### src/rtl/uart_tx_sched.sv
// uart_tx_sched: round-robin scheduler that shares one UART tx line, paced by baud_gen rising edges.
// Define UART_TX_PARITY_EN to append an even parity bit after the data bits.
module uart_tx_sched #(
    parameter int NREQ   = 4,
    parameter int DATA_W = 8
) (
    input  logic                     clock,
    input  logic                     rst,
    input  logic                     baud_in,
    input  logic [1:0]               cfg_baud,
    output logic [1:0]               baud_sel,
    input  logic [NREQ-1:0]          req,
    input  logic [NREQ*DATA_W-1:0]   din,
    output logic [NREQ-1:0]          gnt,
    output logic [$clog2(NREQ)-1:0]  owner,
    output logic                     busy,
    output logic                     done,
    output logic                     tx
);
    localparam int OW = $clog2(NREQ);
    localparam int BW = $clog2(DATA_W);

    localparam logic [2:0] IDLE   = 3'd0;
    localparam logic [2:0] WAIT   = 3'd1;
    localparam logic [2:0] START  = 3'd2;
    localparam logic [2:0] DATA   = 3'd3;
    localparam logic [2:0] STOP   = 3'd4;
`ifdef UART_TX_PARITY_EN
    localparam logic [2:0] PARITY = 3'd5;
`endif

    logic [2:0]        state;
    logic              baud_d;
    logic              bedge;
    logic [OW-1:0]     last;
    logic [DATA_W-1:0] shreg;
    logic [BW-1:0]     bitcnt;
`ifdef UART_TX_PARITY_EN
    logic              par;
`endif

    logic              any_req;
    logic [OW-1:0]     winner;
    logic [NREQ-1:0]   sel_gnt;
    logic [DATA_W-1:0] sel_data;

    assign bedge = baud_in & ~baud_d;
    assign busy  = (state != IDLE);

    // Search priority distance k = 1..NREQ from the last winner; the nearest set request wins.
    always_comb begin
        any_req  = 1'b0;
        winner   = '0;
        sel_gnt  = '0;
        sel_data = '0;
        for (int k = 1; k <= NREQ; k++) begin
            for (int i = 0; i < NREQ; i++) begin
                if (!any_req && req[i] && (((int'(last) + k) % NREQ) == i)) begin
                    any_req    = 1'b1;
                    winner     = OW'(i);
                    sel_gnt[i] = 1'b1;
                    sel_data   = din[i*DATA_W +: DATA_W];
                end
            end
        end
    end

    always_ff @(posedge clock or posedge rst) begin
        if (rst) begin
            baud_d   <= 1'b0;
            state    <= IDLE;
            last     <= OW'(NREQ-1);
            shreg    <= '0;
            bitcnt   <= '0;
            tx       <= 1'b1;
            gnt      <= '0;
            done     <= 1'b0;
            owner    <= '0;
            baud_sel <= 2'b00;
`ifdef UART_TX_PARITY_EN
            par      <= 1'b0;
`endif
        end else begin
            baud_d <= baud_in;
            gnt    <= '0;
            done   <= 1'b0;
            case (state)
                IDLE: begin
                    // Rate changes are only allowed here so a frame never straddles two rates.
                    baud_sel <= cfg_baud;
                    if (any_req) begin
                        gnt   <= sel_gnt;
                        owner <= winner;
                        last  <= winner;
                        shreg <= sel_data;
`ifdef UART_TX_PARITY_EN
                        par   <= ^sel_data;
`endif
                        state <= WAIT;
                    end
                end
                WAIT: begin
                    if (bedge) begin
                        tx    <= 1'b0;
                        state <= START;
                    end
                end
                START: begin
                    if (bedge) begin
                        tx     <= shreg[0];
                        shreg  <= shreg >> 1;
                        bitcnt <= '0;
                        state  <= DATA;
                    end
                end
                DATA: begin
                    if (bedge) begin
                        if (bitcnt == BW'(DATA_W-1)) begin
`ifdef UART_TX_PARITY_EN
                            tx    <= par;
                            state <= PARITY;
`else
                            tx    <= 1'b1;
                            state <= STOP;
`endif
                        end else begin
                            tx     <= shreg[0];
                            shreg  <= shreg >> 1;
                            bitcnt <= bitcnt + 1'b1;
                        end
                    end
                end
`ifdef UART_TX_PARITY_EN
                PARITY: begin
                    if (bedge) begin
                        tx    <= 1'b1;
                        state <= STOP;
                    end
                end
`endif
                STOP: begin
                    if (bedge) begin
                        done  <= 1'b1;
                        state <= IDLE;
                    end
                end
                default: begin
                    tx    <= 1'b1;
                    state <= IDLE;
                end
            endcase
        end
    end
endmodule
### config.mk
export PLATFORM = sky130hd
export DESIGN_NAME = uart_tx_sched
export DESIGN_NICKNAME = d
export VERILOG_FILES = /design/src/rtl/uart_tx_sched.sv
export SDC_FILE = /design/constraint.sdc
export NUM_CORES = 1
export LEC_CHECK = 0
export ABC_AREA = 0
export ABC_CLOCK_PERIOD_IN_PS = 3000
export CELL_PAD_IN_SITES_DETAIL_PLACEMENT = 2
export CELL_PAD_IN_SITES_GLOBAL_PLACEMENT = 2
export CORE_MARGIN = 2
export CORE_UTILIZATION = 31
export DETAILED_ROUTE_END_ITERATION = 8
export HOLD_SLACK_MARGIN = 0.03
export PLACE_DENSITY_LB_ADDON = 0.1
export SLEW_MARGIN = 20
export SYNTH_ARGS = -nofsm -noshare
export SYNTH_HDL_FRONTEND = slang
export SYNTH_SLANG_ARGS = --single-unit
### constraint.sdc
create_clock -name clock -period 3 [get_ports clock]
set_input_delay 0.3 -clock clock [delete_from_list [all_inputs] [get_ports clock]]
set_output_delay 0.3 -clock clock [all_outputs]
set_load 0.01 [all_outputs]
==> results of run 1 <==
[cell families (layout without fill, tap and decap cells)]
| logic type | count (synthesis) | count (layout) | synth area share |
|---|---|---|---|
| muxes | 5 | 5 | 0.0204 |
| AOI/OAI and AO/OA | 126 | 126 | 0.335 |
| adders and majority gates | 2 | 2 | 0.00974 |
| DFF | 27 | 27 | 0.264 |
| and+or+nand+nor | 149 | 149 | 0.301 |
| buffers and inverters | 41 | 90 | 0.0691 |
[state kept, by name, summed over array words and instances, names as in the netlist]
signal,cells
baud_d,1
baud_sel,2
bitcnt,3
done,1
gnt,4
last,2
owner,2
shreg,8
state,3
tx,1
[worst register-to-register path: cells and delay by family (launching register included)]
family             cells  cell delay [ns]
and+or+nand+nor        3             1.06
DFF                    1             0.76
AOI/OAI and AO/OA      3             0.59
[cell usage in the layout, fill, tap and decap left out, types with 2 or more instances in the layout]
| cell type | Yosys | final |
|---|---|---|
| a2111oi_0 | 4 | 4 |
| a211oi_1 | 3 | 3 |
| a21o_1 | 2 | 2 |
| a21oi_1 | 15 | 15 |
| a221oi_1 | 4 | 4 |
| a222oi_1 | 4 | 4 |
| a22oi_1 | 15 | 15 |
| a2bb2oi_1 | 2 | 2 |
| a31oi_1 | 5 | 5 |
| a32oi_1 | 7 | 7 |
| and2_1 | 5 | 5 |
| and3_1 | 9 | 9 |
| and4b_1 | 2 | 2 |
| buf_4 | 1 | 24 |
| clkbuf_8 | 0 | 3 |
| clkdlybuf4s50_1 | 0 | 51 |
| dfrtp_1 | 24 | 24 |
| dfstp_2 | 3 | 3 |
| ha_1 | 2 | 2 |
| inv_1 | 11 | 11 |
| mux2_2 | 2 | 2 |
| mux2i_1 | 3 | 3 |
| nand2_1 | 34 | 34 |
| nand2b_1 | 2 | 2 |
| nand3_1 | 5 | 5 |
| nand3b_1 | 4 | 4 |
| nor2_1 | 45 | 45 |
| nor2b_1 | 11 | 11 |
| nor3_1 | 7 | 7 |
| nor3b_1 | 5 | 5 |
| nor4_1 | 4 | 4 |
| o2111ai_1 | 2 | 2 |
| o211ai_1 | 5 | 5 |
| o21a_1 | 3 | 3 |
| o21ai_0 | 29 | 29 |
| o221ai_1 | 3 | 3 |
| o22a_1 | 2 | 2 |
| o22ai_1 | 13 | 13 |
| or3_1 | 3 | 3 |
| or4_1 | 3 | 3 |
[routing by layer]
metal,wire (microns),vias up,part of all wire,GRT usage
met1,5280,1564,0.47,0.365
met3,382,8,0.034,0.0174
met5,0,-,0,0
li1,-,1421,-,-
met2,5400,72,0.48,0.430
met4,127,0,0.011,0.0423
[final cells by class]
type,instances,area (sq um),area share
Clock inverter,1,7.51,0.00227
Sequential cell,27,679,0.206
Clock buffer,3,41.3,0.0125
Multi-Input combinational cell,282,1710,0.518
Tap cell,105,131,0.0398
Timing Repair Buffer,75,691,0.209
Inverter,11,41.3,0.0125
[where the power goes]
group / switching (mW) / internal (mW) / leakage (nW)
Combinational: 0.639 / 0.509 / 0.925
Clock: 0.133 / 0.0947 / 0.0217
Sequential: 0.156 / 0.493 / 0.334
Total: 0.928 / 1.10 / 1.28
[how the worst max path moves through the flow]
stage,from,endpoint
floorplan,last[0],shreg[7]
global placement,req[2],shreg[5]
detailed placement,req[1],shreg[6]
CTS,last[0],shreg[7]
global route,last[0],shreg[6]
finish,last[0],shreg[7]
[per-stage QoR]
step                      hold WS (ns)   util  total power [mW]
after global placement           0.466  0.400              1.75
final                            0.376  0.406              2.03
after floorplan                  0.331      -              1.33
after global routing             0.412  0.406              2.19
after detailed placement         0.487  0.400              1.79
after CTS                        0.390  0.406              2.03
==> flow_summary.json, run 1 <==
{
  "status": "complete, no violations",
  "vias": 3065,
  "gp_congestion": 0.965,
  "required_ns": 3.21,
  "clkSlewWorstSetupHoldPaths_ns": 0.11,
  "synth.top_cells.by_area": "dfrtp_1 23%, nor2_1 6.6%, o21ai_0 5.6%",
  "synth_top_area_cell": "dfrtp_1",
  "synth_top_area_frac": 0.234,
  "final_area_sq_um": 3300,
  "antenna_found_initial": 0,
  "grt_pass1_wl_mm": 17.7,
  "syn-cell-area_sq_um": 2570,
  "r2r_end": "shreg[7]",
  "coreArea_sq_um": 8130,
  "fillers": 949,
  "initial_core_util": 0.316,
  "ff2ff_path_depth": 6,
  "start_kind": "register",
  "drt_iter0_drc": 213,
  "cts_inserted_buffers": 3,
  "fin_nets": 443,
  "tightest_slew_ns": 0.697,
  "cp_max_fo": 19,
  "path_depth": 6,
  "cts_setup_buffers": 0,
  "grt_pass1_vias": 3161,
  "tns_ns": 0,
  "cp_slowest_cell": "dfstp_2",
  "postSynth.asyncResetShare": 1.00,
  "worstPathCellList": "nor2b_2, and3_1, or4_1, a211oi_2, o21ai_1, a41oi_1",
  "rsz0062_at_grt": "false",
  "clock.fmax_mhz": 403,
  "power.density_nw_per_um2": 613,
  "ant_nets": 0,
  "r2r-start": "last[0]",
  "layout_setup_ws_ns": 0.517,
  "syn-num-nets": 393,
  "path_buf_inv": 0,
  "avgSynthCellArea_sq_um": 7.34,
  "synthCells": 350,
  "syn_to_final_growth_pct": 28.6,
  "worstPathArrival_ns": 2.69,
  "die-width_microns": 95.1,
  "wl_per_cell_microns": 22.2,
  "drt-total-wl_mm": 11.2,
  "cts-root-buf": "clkbuf_8",
  "critical-path-top-delay-family": "simple AND/OR/NAND/NOR gates",
  "synth_cell_types": 60,
  "drv_cap": 0,
  "ir_drop_mv": 0.220,
  "finalSetupViolCount": 0,
  "netlist_top_cells_count": "45 x nor2_1, 34 x nand2_1, 29 x o21ai_0",
  "grt_use_total": 0.255,
  "htreeDepth": 1,
  "boundaryPins": 52,
  "period_share": 0.828,
  "synthFlopType": "dfrtp_1",
  "hp-class": "primary input to async pin",
  "core.rowCount": 33,
  "hpwl_mm": 8.80,
  "period_minus_slack_ns": 2.48,
  "relSlewSlack": 0.534,
  "critical_path_class": "register to register",
  "yosysMostFrequentCell": "nor2_1",
  "die-area_sq_um": 9030,
  "place_inst": 500,
  "cts_tree": "done",
  "grt_max_degree": 28,
  "slew_violations": 0,
  "cts_resized": 0,
  "via_per_inst": 6.08,
  "port_buffers": 51,
  "ys_warn_count": 0,
  "clock_path_buffers": 2,
  "slowest_delay_ns": 0.76,
  "grt_overflow_total": 0,
  "num_antenna_cells": 0,
  "postCtsHoldBufs": 0,
  "layout-drive-gt1-share": 0.0927,
  "ys_ff_latch": 27,
  "synth-edff-count": 0,
  "skew_ns": 0.0116,
  "yosysSeqAreaShare": 0.264,
  "leakagePower_nw": 1.28,
  "clock_sinks": 27,
  "hold_viol": 0,
  "end_kind": "register",
  "first_pass_iters": 5,
  "clk_latency_ns": 0.29,
  "placed_area_sq_um": 3260,
  "place_ws_ns": 0.265,
  "die_h_microns": 95.1,
  "post-route-drc-count": 0,
  "reg2reg_slack_ns": 0.52,
  "finalNonFillerCells": 504
}
(Power assumes the default switching activity.)
==> run 2, diff against run 1 <==
- ABC_CLOCK_PERIOD_IN_PS: 3000 -> 2300
- CORE_UTILIZATION: 31 -> 29
- clock period: 3 -> 2.3 ns (I/O delays scaled with it)
==> run 2 against run 1 <==
Effect of this change:
- critical endpoint is now shreg[6]
- sequential share of layout area is 1.4 points lower
- global-route usage is 2.5 points lower
- hold slack lost 0.070 ns
- critical path depth did not move
==> flow_summary.json, run 2 (synthesis gave the netlist of run 1 again) <==
{
  "required_ns": 2.50,
  "layout_setup_ws_ns": 0.125,
  "wl_per_cell_microns": 20.4,
  "ir_drop_mv": 0.323,
  "post-route-drc-count": 0,
  "use_met1": 0.312,
  "die-width_microns": 98.1,
  "critical_path_class": "register to register",
  "power.density_nw_per_um2": 787,
  "die_h_microns": 98.1,
  "finalSetupViolCount": 0,
  "placed_area_sq_um": 3480,
  "ff2ff_path_depth": 6,
  "layout-drive-gt1-share": 0.167,
  "reg2reg_slack_ns": 0.13,
  "clock_path_buffers": 2,
  "clock_sinks": 27,
  "p_sw_mw": 1.23,
  "busiest_layer": "met2",
  "grt_use_total": 0.231,
  "leakagePower_nw": 1.43,
  "via_per_inst": 5.87,
  "coreArea_sq_um": 8640,
  "die-area_sq_um": 9630,
  "gp_congestion": 0.874,
  "final_area_sq_um": 3550,
  "rsz0062_at_grt": "false",
  "fin_util": 0.411,
  "fillers": 1026,
  "port_buffers": 51,
  "htreeDepth": 1,
  "r2r_end": "shreg[6]",
  "critPathLaunch": "last[0]",
  "first_pass_iters": 4,
  "regArea_sq_um": 679,
  "drt_iter0_drc": 127,
  "hpwl_mm": 8.89,
  "worstPathArrival_ns": 2.38,
  "num_antenna_cells": 0,
  "clkSlewWorstSetupHoldPaths_ns": 0.11,
  "top_register": "shreg",
  "status": "complete, no violations",
  "initial_core_util": 0.298,
  "tightest_slew_ns": 0.477,
  "largest_register_ff_count": 8,
  "fin_nets": 474,
  "antenna_found_initial": 0,
  "cp_max_fo": 14,
  "final_cell_mix": "54 x buf_4, 51 x clkdlybuf4s50_1, 44 x nor2_1",
  "final_common_cell": "buf_4",
  "grt_max_degree": 28,
  "p_int_mw": 1.56,
  "tns_ns": 0,
  "period_minus_slack_ns": 2.17,
  "power_mw": 2.79,
  "clk_latency_ns": 0.28,
  "combPwrFrac": 0.606,
  "cts_tree": "done",
  "sw_frac_of_total": 0.441,
  "core.rowCount": 34,
  "vias": 3156,
  "hp-class": "primary input to async pin",
  "seqPwrFrac": 0.290,
  "grt_pass1_wl_mm": 18.0,
  "start_kind": "register",
  "period_share": 0.946,
  "grt_pass1_vias": 3356,
  "hold_viol": 0,
  "use_met3": 0.00931,
  "drt-total-wl_mm": 11.0,
  "postCtsHoldBufs": 0,
  "r2r-start": "last[0]",
  "place_ws_ns": -0.132,
  "end_kind": "register",
  "ant_nets": 0,
  "use_met2": 0.409,
  "boundaryPins": 52,
  "relSlewSlack": 0.679,
  "clock.fmax_mhz": 460,
  "cts-root-buf": "clkbuf_8",
  "multiInputGateArea_sq_um": 1720,
  "p_clk_frac": 0.104,
  "top_regs": "shreg (8), gnt (4)",
  "skew_ns": 0.00908,
  "cts_inserted_buffers": 3,
  "grt_overflow_total": 0,
  "slew_violations": 0,
  "syn_to_final_growth_pct": 38.1,
  "crit_end": "shreg[6]",
  "drv_cap": 0
}
run 2: how the worst min path moves through the flow:
stage	slack, ns	from	end	depth (start not counted)
floorplan	0.26	baud_in	baud_d	0
global placement	0.46	owner[1]	owner[1]	1
detailed placement	0.47	owner[1]	owner[1]	1
CTS	0.31	rst	baud_sel[0]	3
global route	0.37	rst	shreg[0]	3
finish	0.31	rst	baud_sel[0]	3
run 2: timing repair:
action                                  CTS  global route
setup buffers                             0             1
endpoints found under the setup margin    0             8
gates resized for setup                   0             5
run 2: metal layers:
metal  wire length, microns  vias to the layer above
met4                    115                        0
met1                   5040                     1598
li1                       -                     1481
met5                      0                        -
met3                    321                        8
met2                   5510                       69
run 2: critical path, cell delays in order (launching register included):
cell,delay [ns]
dfstp_2,0.44
buf_4,0.20
or4b_1,0.61
nand2_2,0.14
a2111oi_0,0.07
or3_1,0.41
a32oi_1,0.22
run 2: layout make-up:
cell class,instances,area share
inverter,11,0.0116
tap,108,0.0381
multi-input combinational,282,0.485
timing repair buffer,106,0.260
clock inverter,1,0.00211
clock buffer,3,0.0116
sequential,27,0.191
run 2: through the flow:
step / cells / hold slack [ns]
finish: 538 / 0.305
detailed placement: 533 / 0.473
global placement: 533 / 0.461
floorplan: 350 / 0.261
global route: 538 / 0.367
CTS: 537 / 0.314
run 2: power groups by stage:
stage / sequential, mW / clock, mW / combinational (mW)
floorplan: 0.743 / 0 / 0.990
finish: 0.812 / 0.291 / 1.69
detailed placement: 0.830 / 0 / 1.66
global route: 0.834 / 0.321 / 1.87
global placement: 0.820 / 0 / 1.59
CTS: 0.823 / 0.310 / 1.66
